[src/rtl/fsm_drivers_pkg.sv]
// Shared definitions for the state-bank command drivers: FSM encoding,
// health address and stat range constants.
package fsm_drivers_pkg;

   typedef enum logic [1:0] {
      SCAN,
      UP,
      DECAY
   } fsm_state_t;

   localparam int NSTAT_DEFAULT = 5;
   localparam int HEALTH_ADDR   = NSTAT_DEFAULT - 1;
   localparam int STAT_MIN      = 1;
   localparam int STAT_MAX      = 5;

   function automatic int health_addr(input int nstat);
      return nstat - 1;
   endfunction

endpackage

[src/rtl/state_request_ctrl_if.sv]
// Command/read-back bus between the request controller and the state bank.
interface state_request_ctrl_if #(
   parameter int BIT_ADDR = 3,
   parameter int BIT_DATO = 3
);

   logic [BIT_ADDR-1:0] state;
   logic                UpState;
   logic                DownState;
   logic [BIT_DATO-1:0] stateValue;

   modport master (
      output state, UpState, DownState,
      input  stateValue
   );

   modport slave (
      input  state, UpState, DownState,
      output stateValue
   );

endinterface

[src/rtl/tick_gen.sv]
// Decay timer: free-running divider that pauses while en is low and emits a
// one-cycle tick on the terminal count.
module tick_gen #(
   parameter int TICK_DIV = 50_000_000
) (
   input  logic clk,
   input  logic rst,
   input  logic en,
   output logic tick
);

   localparam int W = (TICK_DIV > 1) ? $clog2(TICK_DIV) : 1;

   logic [W-1:0] cnt;

   assign tick = en && (cnt == W'(TICK_DIV - 1));

   always_ff @(posedge clk) begin
      if (rst) begin
         cnt <= '0;
      end else if (tick) begin
         cnt <= '0;
      end else if (en) begin
         cnt <= cnt + 1'b1;
      end
   end

endmodule

[src/rtl/state_request_ctrl.sv]
// Issues UpState/DownState strobes to the state bank and keeps a registered
// snapshot of every stat by scanning the bank read port between commands.
module state_request_ctrl
   import fsm_drivers_pkg::*;
#(
   parameter int BIT_ADDR = 3,
   parameter int BIT_DATO = 3,
   parameter int NSTAT    = 5,
   parameter int TICK_DIV = 50_000_000
) (
   input  logic                      clk,
   input  logic                      rst,
   input  logic                      btn_up,
   input  logic                      btn_sel,
   input  logic                      decay_en,
   state_request_ctrl_if.master      bank,
   output logic [BIT_ADDR-1:0]       sel_idx,
   output logic [NSTAT*BIT_DATO-1:0] snap,
   output logic                      snap_valid,
   output logic                      alive
);

   localparam logic [BIT_ADDR-1:0] HEALTH   = BIT_ADDR'(health_addr(NSTAT));
   localparam logic [BIT_ADDR-1:0] LAST_SEL = BIT_ADDR'(NSTAT - 2);

   fsm_state_t          fsm;
   logic [BIT_ADDR-1:0] ptr;
   logic [BIT_ADDR-1:0] ptr_next;
   logic                pending_up;
   logic                pending_decay;
   logic                starving;
   logic                starving_now;
   logic                tick;
   logic                enter_up;
   logic                enter_decay;
   logic [BIT_DATO-1:0] snap_r [NSTAT];

   tick_gen #(.TICK_DIV(TICK_DIV)) u_tick (
      .clk  (clk),
      .rst  (rst),
      .en   (decay_en),
      .tick (tick)
   );

   assign ptr_next    = (ptr == HEALTH) ? '0 : ptr + 1'b1;
   assign enter_up    = (fsm == SCAN) && pending_up;
   assign enter_decay = (fsm == SCAN) && !pending_up && pending_decay;

   always_comb begin
      starving_now = 1'b0;
      for (int unsigned i = 0; i < NSTAT - 1; i++) begin
         if (snap_r[i] == BIT_DATO'(STAT_MIN)) starving_now = 1'b1;
      end
   end

   // Commands are only chosen from a SCAN cycle, so every UP or DECAY pass is
   // followed by at least one scan cycle before the next command.
   always_ff @(posedge clk) begin
      if (rst) begin
         fsm            <= SCAN;
         ptr            <= '0;
         bank.state     <= '0;
         bank.UpState   <= 1'b0;
         bank.DownState <= 1'b0;
         starving       <= 1'b0;
         pending_up     <= 1'b0;
         pending_decay  <= 1'b0;
         sel_idx        <= '0;
      end else begin
         bank.UpState   <= 1'b0;
         bank.DownState <= 1'b0;
         pending_up     <= enter_up ? 1'b0 : (pending_up | btn_up);
         pending_decay  <= enter_decay ? 1'b0 : (pending_decay | tick);
         if (btn_sel) sel_idx <= (sel_idx == LAST_SEL) ? '0 : sel_idx + 1'b1;

         case (fsm)
            SCAN: begin
               if (pending_up) begin
                  fsm          <= UP;
                  bank.state   <= sel_idx;
                  bank.UpState <= 1'b1;
               end else if (pending_decay) begin
                  fsm            <= DECAY;
                  bank.state     <= '0;
                  bank.DownState <= 1'b1;
                  starving       <= starving_now;
               end else begin
                  bank.state <= ptr;
                  ptr        <= ptr_next;
               end
            end
            UP: begin
               fsm        <= SCAN;
               bank.state <= ptr;
               ptr        <= ptr_next;
            end
            DECAY: begin
               if (bank.state == HEALTH) begin
                  fsm        <= SCAN;
                  bank.state <= ptr;
                  ptr        <= ptr_next;
               end else begin
                  bank.state     <= bank.state + 1'b1;
                  bank.DownState <= (bank.state == LAST_SEL) ? starving : 1'b1;
               end
            end
            default: fsm <= SCAN;
         endcase
      end
   end

   always_ff @(posedge clk) begin
      if (rst) begin
         for (int unsigned i = 0; i < NSTAT; i++) snap_r[i] <= '0;
         snap_valid <= 1'b0;
      end else begin
         for (int unsigned i = 0; i < NSTAT; i++) begin
            if (bank.state == BIT_ADDR'(i)) snap_r[i] <= bank.stateValue;
         end
         if (fsm == SCAN && bank.state == HEALTH) snap_valid <= 1'b1;
      end
   end

   always_comb begin
      snap = '0;
      for (int unsigned i = 0; i < NSTAT; i++) snap[i*BIT_DATO +: BIT_DATO] = snap_r[i];
   end

   assign alive = snap_valid && (snap_r[NSTAT-1] != '0);

endmodule

[src/flat_wrapper.sv]
// flat-port wrapper written by rule: the top's interface ports become plain ports
module state_request_ctrl_flat import fsm_drivers_pkg::*;
#(
   parameter int BIT_ADDR = 3,
   parameter int BIT_DATO = 3,
   parameter int NSTAT    = 5,
   parameter int TICK_DIV = 50_000_000
)
  (clk, rst, btn_up, btn_sel, decay_en, sel_idx, snap, snap_valid, alive, bank_state, bank_UpState, bank_DownState, bank_stateValue);
  state_request_ctrl_if #(.BIT_ADDR(BIT_ADDR), .BIT_DATO(BIT_DATO)) bank_i ();
  input  logic clk;
  input  logic rst;
  input  logic btn_up;
  input  logic btn_sel;
  input  logic decay_en;
  output logic [BIT_ADDR-1:0] sel_idx;
  output logic [NSTAT*BIT_DATO-1:0] snap;
  output logic snap_valid;
  output logic alive;
  output wire logic [$bits(bank_i.state)-1:0] bank_state;
  output wire logic [$bits(bank_i.UpState)-1:0] bank_UpState;
  output wire logic [$bits(bank_i.DownState)-1:0] bank_DownState;
  input wire logic [$bits(bank_i.stateValue)-1:0] bank_stateValue;
  assign bank_state = bank_i.state;
  assign bank_UpState = bank_i.UpState;
  assign bank_DownState = bank_i.DownState;
  assign bank_i.stateValue = bank_stateValue;
  state_request_ctrl #(.BIT_ADDR(BIT_ADDR), .BIT_DATO(BIT_DATO), .NSTAT(NSTAT), .TICK_DIV(TICK_DIV)) u_core (.clk(clk), .rst(rst), .btn_up(btn_up), .btn_sel(btn_sel), .decay_en(decay_en), .bank(bank_i), .sel_idx(sel_idx), .snap(snap), .snap_valid(snap_valid), .alive(alive));
endmodule
[config.mk]
export PLATFORM = sky130hd
export DESIGN_NAME = state_request_ctrl_flat
export DESIGN_NICKNAME = d
export VERILOG_FILES = /design/src/rtl/fsm_drivers_pkg.sv /design/src/rtl/state_request_ctrl_if.sv /design/src/rtl/tick_gen.sv /design/src/rtl/state_request_ctrl.sv /design/src/flat_wrapper.sv
export SDC_FILE = /design/constraint.sdc
export NUM_CORES = 1
export LEC_CHECK = 0
export CORE_MARGIN = 10
export CORE_UTILIZATION = 41
export DETAILED_ROUTE_END_ITERATION = 8
export PLACE_DENSITY = 0.61
export SYNTH_ARGS = -nofsm -noshare
export SYNTH_HDL_FRONTEND = slang
export SYNTH_SLANG_ARGS = --single-unit
[constraint.sdc]
create_clock -name clk -period 3.5 [get_ports clk]
set_input_delay 0.875 -clock clk [delete_from_list [all_inputs] [get_ports clk]]
set_output_delay 0.875 -clock clk [all_outputs]
set_load 0.03 [all_outputs]
==> metrics.csv, run 1 <==
stage,metric,value,unit
outcome,outcome,"finished, final reports clean",
power_and_ir_drop,vdd_drop_max,0.299,mV
floorplanning,num_rows,29,
detailed_routing,ant_nets,0,
global_route,grt_pass1_vias,1896,
setup_path,crit_fanout,10,
power_and_ir_drop,power_leakage,1.19,nW
logic_synthesis,synthFlopType,dfxtp_1,
setup_path,path_class,input pin to flip-flop,
finish,final_area,3290,sq um
clock_tree,clock-sinks,58,
power_and_ir_drop,power_frac_comb,14.4,%
setup_path,r2r_start,u_core.bank.state[0],
worst_hold_path,min-delay-start,u_core.sel_idx[2],
setup_path,cp-start-kind,input pin,
setup_path,rr_worst_depth,7,
global_route,grt_max_degree,20,
clock_tree,clk_latency,0.33,ns
worst_hold_path,hold_depth,2,
placed_design,io_buffer_count,32,
logic_synthesis,yosysTopAreaCellShare,31.9,%
worst_hold_path,min_path_type,flip-flop to flip-flop,
logic_synthesis,yosys.area_share.adder,6.03,%
logic_synthesis,synth.area.top_cells,"dfxtp_1, edfxtp_1, nor2_1",
logic_synthesis,yosysTopAreaCell,dfxtp_1,
floorplanning,start_util,42.2,%
finish,drive_gt1_share,7.72,%
logic_synthesis,synth_top_family_by_area,simple AND/OR/NAND/NOR gates,
power_and_ir_drop,p_seq_share,47.3,%
setup_path,cp-end-kind,flip-flop,
detailed_routing,viasPerCell,5.00,
clock_tree,clk_pin_slew_worst_paths,0.06,ns
setup_path,r2r_slack,1.40,ns
power_and_ir_drop,pwr_density_cell,488,nW/um^2
global_route,grt_pass1_wl,8870,microns
power_and_ir_drop,power_frac_clock,38.3,%
setup_path,required,3.77,ns
sta,slew_headroom,57.9,%
clock_tree,clock-root-buffer,clkbuf_8,
power_and_ir_drop,swShare,25.6,%
logic_synthesis,synth-seq-cells,58,
sta,rsz0062_at_grt,false,
setup_path,regToRegEndpoint,u_core.bank.state[1],
sta,finalSetupViolations,0,
global_route,grt-ovfl-total,0,
detailed_routing,vias,2007,
placed_design,dpl_cell_area,3090,sq um
logic_synthesis,netlist_area,2700,sq um
clock_tree,cts_resized,0,
sta,tightest_slew,0.625,ns
finish,syn2layout_area_growth,21.8,%
power_and_ir_drop,p_int,1.19,mW
run,maxCapViolCount,0,
logic_synthesis,synthArstFlopShare,0,%
clock_tree,cts-htree-levels,3,
floorplanning,die_x,101,microns
setup_path,worstPathArrival,2.97,ns
clock_tree,cts.path.max_buffers,2,
logic_synthesis,ys_types,48,
sta,slew_violations,0,
clock_tree,cts_tree,done,
logic_synthesis,synthesis.nets,304,
floorplanning,io_pins,33,
sta,tns,0,ns
finish,diodes,0,
logic_synthesis,synth-edff-count,15,
power_and_ir_drop,p_switching,0.411,mW
logic_synthesis,yosysMostFrequentCell,nor2_1,
detailed_routing,drtPass1Iterations,4,
floorplanning,dieArea,10200,sq um
clock_tree,cts_setup_buffers,0,
sta,finClkSkew,0.00611,ns
detailed_routing,routedWlPerCell,13.2,microns
sta,period_minus_slack,2.70,ns
logic_synthesis,syn_inst,283,
setup_path,crit_path_start,decay_en,
sta,finalHoldViolCount,0,
placed_design,gp_congestion,0.803,
global_route,grtUsageTotal,10.7,%
detailed_routing,drc,0,
clock_tree,hold_buffers,0,
logic_synthesis,synthXorXnorAreaFrac,7.79,%
logic_synthesis,synth_common_cells,"nor2_1, dfxtp_1, xnor2_1",
floorplanning,coreArea,6390,sq um
global_route,grt_antenna_before_repair,0,
logic_synthesis,synth.avg_cell_area,9.53,sq um
sta,fin_crit_sh,77.1,%
finish,final_nets,340,
floorplanning,die_h,101,microns
finish,fillCellCount,593,
placed_design,dp_hpwl,3900,microns
logic_synthesis,yosys_warnings,0,
logic_synthesis,synth_compound_area_share,9.46,%
sta,fmax,0.371,GHz
clock_tree,cts_buffers,9,
detailed_routing,totalWireLength,5300,microns
logic_synthesis,synthMuxAreaShare,1.11,%
logic_synthesis,synthSimpleGateAreaFrac,22.8,%
worst_hold_path,whs_endpoint,u_core.sel_idx[2],
detailed_routing,drt_iter0_markers,55,
logic_synthesis,seq_area_frac_synth,48.6,%
-- layout make-up --
type	instances	area (sq um)	share of cell area (%)
multi-input combinational	201	1270	38.7
clock buffer	13	159	4.83
timing repair buffer	35	355	10.8
sequential	58	1310	39.9
inverter	14	52.6	1.60
clock inverter	3	40.0	1.22
tap	77	96.3	2.93
-- flip-flops by register name (all words and copies together) (netlist names), 2 cells and up --
| name | flops |
|---|---|
| u_core.fsm | 2 |
| u_core.ptr | 3 |
| u_core.sel_idx | 3 |
| u_core.snap_r | 15 |
| u_core.u_tick.cnt | 26 |
| u_core.bank.state | 3 |
-- power groups by stage --
stage	Clock [mW]	Combinational, mW	Sequential [mW]
floorplan	0	0.0962	0.821
global placement	0	0.232	0.773
detailed placement	0	0.233	0.774
CTS	0.634	0.234	0.759
global route	0.667	0.253	0.764
finish	0.614	0.231	0.759
-- metal layers --
metal | track usage, % | routed length, microns
met2 | 16.2 | 2320
met3 | 5.01 | 363
met5 | 0 | 0
met4 | 3.54 | 59
met1 | 13.1 | 2550
-- stage by stage --
stage	hold slack (ns)	setup WS, ns	std cells	util, %	total power [mW]
finish	0.475	0.802	401	51.5	1.60
global route	0.497	0.666	401	51.5	1.68
CTS	0.479	0.792	401	51.5	1.63
detailed placement	0.468	0.415	385	48.4	1.01
global placement	0.472	0.481	385	48.4	1.01
floorplan	0.445	1.17	283	-	0.918
-- placed cells by master, fill, tap and decap left out, drive strengths merged, types with 2 or more instances in the layout --
cell type	instances
clkdlybuf4s50	32
inv	14
nand3	9
nor4	7
buf	3
a22oi	5
or2	2
a21oi	15
or3	3
nand2	16
xor2	4
nand2b	5
nor2	51
a21o	4
nor3	10
and4	2
o21ai	2
and3	2
ha	13
a211oi	2
mux2i	3
and2	3
nand3b	3
a221oi	2
xnor2	20
edfxtp	15
nand4	6
clkbuf	13
clkinv	2
dfxtp	43
-- worst max path at each step --
stage                                        to  cells after the start
after CTS                 u_core.u_tick.cnt[25]                      6
after floorplan           u_core.u_tick.cnt[25]                      7
after global placement    u_core.u_tick.cnt[25]                      6
after detailed placement  u_core.u_tick.cnt[25]                      6
final                     u_core.u_tick.cnt[25]                      6
after global routing      u_core.u_tick.cnt[25]                      6
-- worst max-delay path, stage by stage --
cell             delay [ns]
clkdlybuf4s50_1        0.60
nand4_1                0.13
or3_1                  0.59
nor3_4                 0.26
or3b_1                 0.38
a21oi_2                0.13
-- logic make-up (layout without fill, tap and decap cells) --
| family | after synthesis | count (layout) |
|---|---|---|
| and+or+nand+nor | 123 | 123 |
| buffers and inverters | 24 | 65 |
| DFF | 58 | 58 |
| AOI/OAI and AO/OA | 38 | 38 |
| muxes | 3 | 3 |
| adders and majority gates | 13 | 13 |
| xor gates and xnor gates | 24 | 24 |
No activity file was read; power rests on OpenSTA's default activity.
==> inputs of run 2 (changes only) <==
PLACE_DENSITY = 0.63   (was 0.61)
clock period = 2.24 ns   (was 3.5 ns; I/O delays follow)
==> run 2 against run 1 <==
Sequential share of layout area fell by 1.5 points. Setup slack got worse by 0.69 ns. Critical path depth fell by 5. Count of clock-buffer cells in the layout fell by 4. Critical path type is now flip-flop to primary output.
==> metrics.csv, run 2 (synthesized netlist as in run 1, its figures left out) <==
stage,metric,value,unit,change
finish,mostFrequentLayoutCells,"nor2_1, dfxtp_1, clkdlybuf4s50_1",,
sta,slew_violations,0,,unchanged
setup_path,path_class,flip-flop to primary output,,
clock_tree,clock-sinks,58,,unchanged
detailed_routing,vias,2061,,+2.7%
placed_design,io_buffer_count,32,,unchanged
clock_tree,clock-root-buffer,clkbuf_8,,
detailed_routing,totalWireLength,5490,microns,+3.6%
finish,syn2layout_area_growth,26.6,%,
finish,utilization,53.5,%,+2.0 points
finish,largest_reg_flops,26,,unchanged
setup_path,crit_chain,clkdlybuf4s50_1,,
global_route,grt-busiest-layer,met2,,
floorplanning,coreArea,6390,sq um,unchanged
detailed_routing,viasPerCell,5.04,,+0.68%
clock_tree,cts_tree,done,,
worst_hold_path,min_path_type,flip-flop to flip-flop,,
setup_path,slowest_delay,0.74,ns,+0.14 ns
power_and_ir_drop,pwr_density_cell,833,nW/um^2,+71%
placed_design,gp_congestion,0.815,,+1.5%
sta,slew_headroom,63.8,%,+5.9 points
global_route,grt_pass1_vias,2120,,+12%
detailed_routing,ant_nets,0,,unchanged
detailed_routing,drtPass1Iterations,4,,unchanged
placed_design,dp_hpwl,3880,microns,-0.52%
clock_tree,clk_latency,0.34,ns,about the same
floorplanning,num_rows,29,,unchanged
finish,final_common_cell,nor2_1,,
sta,finalSetupViolations,0,,unchanged
detailed_routing,drt_iter0_markers,71,,+29%
finish,diodes,0,,unchanged
floorplanning,dieArea,10200,sq um,unchanged
setup_path,required,1.68,ns,-2.09 ns
sta,tightest_slew,0.539,ns,-0.0866 ns
setup_path,cp-end-kind,primary output,,
floorplanning,die_h,101,microns,unchanged
global_route,grt_antenna_before_repair,0,,unchanged
floorplanning,start_util,42.2,%,unchanged
finish,largest-register,u_core.u_tick.cnt,,
run,maxCapViolCount,0,,unchanged
sta,period_minus_slack,2.13,ns,
global_route,grt-ovfl-total,0,,unchanged
clock_tree,cts.path.max_buffers,2,,unchanged
global_route,grt_max_degree,26,,+30%
power_and_ir_drop,power_leakage,1.27,nW,+7.1%
clock_tree,cts-htree-levels,3,,unchanged
setup_path,crit_family,buffers and inverters,,
floorplanning,io_pins,33,,unchanged
setup_path,worstPathArrival,1.57,ns,-1.40 ns
sta,fmax,0.469,GHz,
clock_tree,clk_pin_slew_worst_paths,0.07,ns,about the same
global_route,grtUsageTotal,11.5,%,+0.78 points
sta,hold_ws,0.477,ns,+0.00158 ns
global_route,grtUsageMet2,18.6,%,+2.3 points
setup_path,cp-start-kind,flip-flop,,
sta,rsz0062_at_grt,false,,
global_route,grt_pass1_wl,9510,microns,+7.2%
setup_path,critPathBufInv,1,,unchanged
global_route,grt_use_met3,4.66,%,-0.34 points
sta,finClkSkew,0.00670,ns,+0.000588 ns
finish,top_regs,"u_core.u_tick.cnt: 26 flops, u_core.snap_r: 15 flops",,
detailed_routing,routedWlPerCell,13.4,microns,+1.5%
power_and_ir_drop,vdd_drop_max,0.459,mV,+54%
clock_tree,cts_setup_buffers,0,,unchanged
clock_tree,cts_buffers,9,,unchanged
setup_path,crit_fanout,9,,-1
detailed_routing,drc,0,,unchanged
sta,tns,0,ns,unchanged
sta,fin_crit_sh,95.1,%,
global_route,use_met1,13.0,%,-0.095 points
finish,drive_gt1_share,10.5,%,+2.8 points
floorplanning,die_x,101,microns,unchanged
outcome,outcome,"finished, final reports clean",,
sta,finalHoldViolCount,0,,unchanged
setup_path,crit_slowest_cell,clkdlybuf4s50_1,,
finish,final_nets,348,,+2.4%
-- run 2: changes by cell type in the layout (fill, tap and decap cells not counted), sizes merged --
cell and change:
clkbuf -4, dlymetal6s2s +1, bufinv +3, clkdlybuf4s50 -1
buf +8, clkinvlp +1
-- run 2: final timing paths --
kind | start | endpoint | slack (ns) | depth (start not counted)
worst max-delay path | u_core.bank.state[2] | bank_state[2] | 0.11 | 1
worst max register to register | u_core.fsm[0] | u_core.ptr[2] | 0.28 | 8
worst min register to register | u_core.u_tick.cnt[25] | u_core.u_tick.cnt[25] | 0.48 | 2
worst min-delay path | u_core.u_tick.cnt[25] | u_core.u_tick.cnt[25] | 0.48 | 2
-- run 2: per-layer routing --
| metal | share of wire [%] | up-vias |
|---|---|---|
| li1 | - | 1068 |
| met4 | 1.8 | 0 |
| met5 | 0 | - |
| met2 | 47 | 24 |
| met1 | 46 | 960 |
| met3 | 5.8 | 9 |
-- run 2: cell type report --
type | instances | area [sq um]
clock inverters | 7 | 141
repair buffers | 43 | 418
flip-flops and latches | 58 | 1310
multi-input cells | 201 | 1270
clock buffers | 9 | 124
fillers | 577 | 2970
well taps | 77 | 96.3
inverters | 14 | 52.6
-- run 2: report_power, final --
group	switching, mW	internal, mW	leakage [nW]	total, mW
registers	0.0442	1.14	0.506	1.18
logic	0.212	0.161	0.634	0.373
clock network	0.437	0.851	0.129	1.29
-- run 2: stage by stage --
stage	setup WS, ns	instance area (sq um)	power [mW]	cells
after floorplan	0.226	2700	1.43	283
after global placement	-0.183	3150	1.58	393
after detailed placement	-0.200	3150	1.58	393
after CTS	0.0378	3410	2.88	409
after global routing	0.0496	3420	2.96	409
final	0.109	3420	2.84	409
-- run 2: repair_timing --
item	CTS	global route
resized for setup	0	1
setup endpoints to repair	0	1
hold buffers	0	0
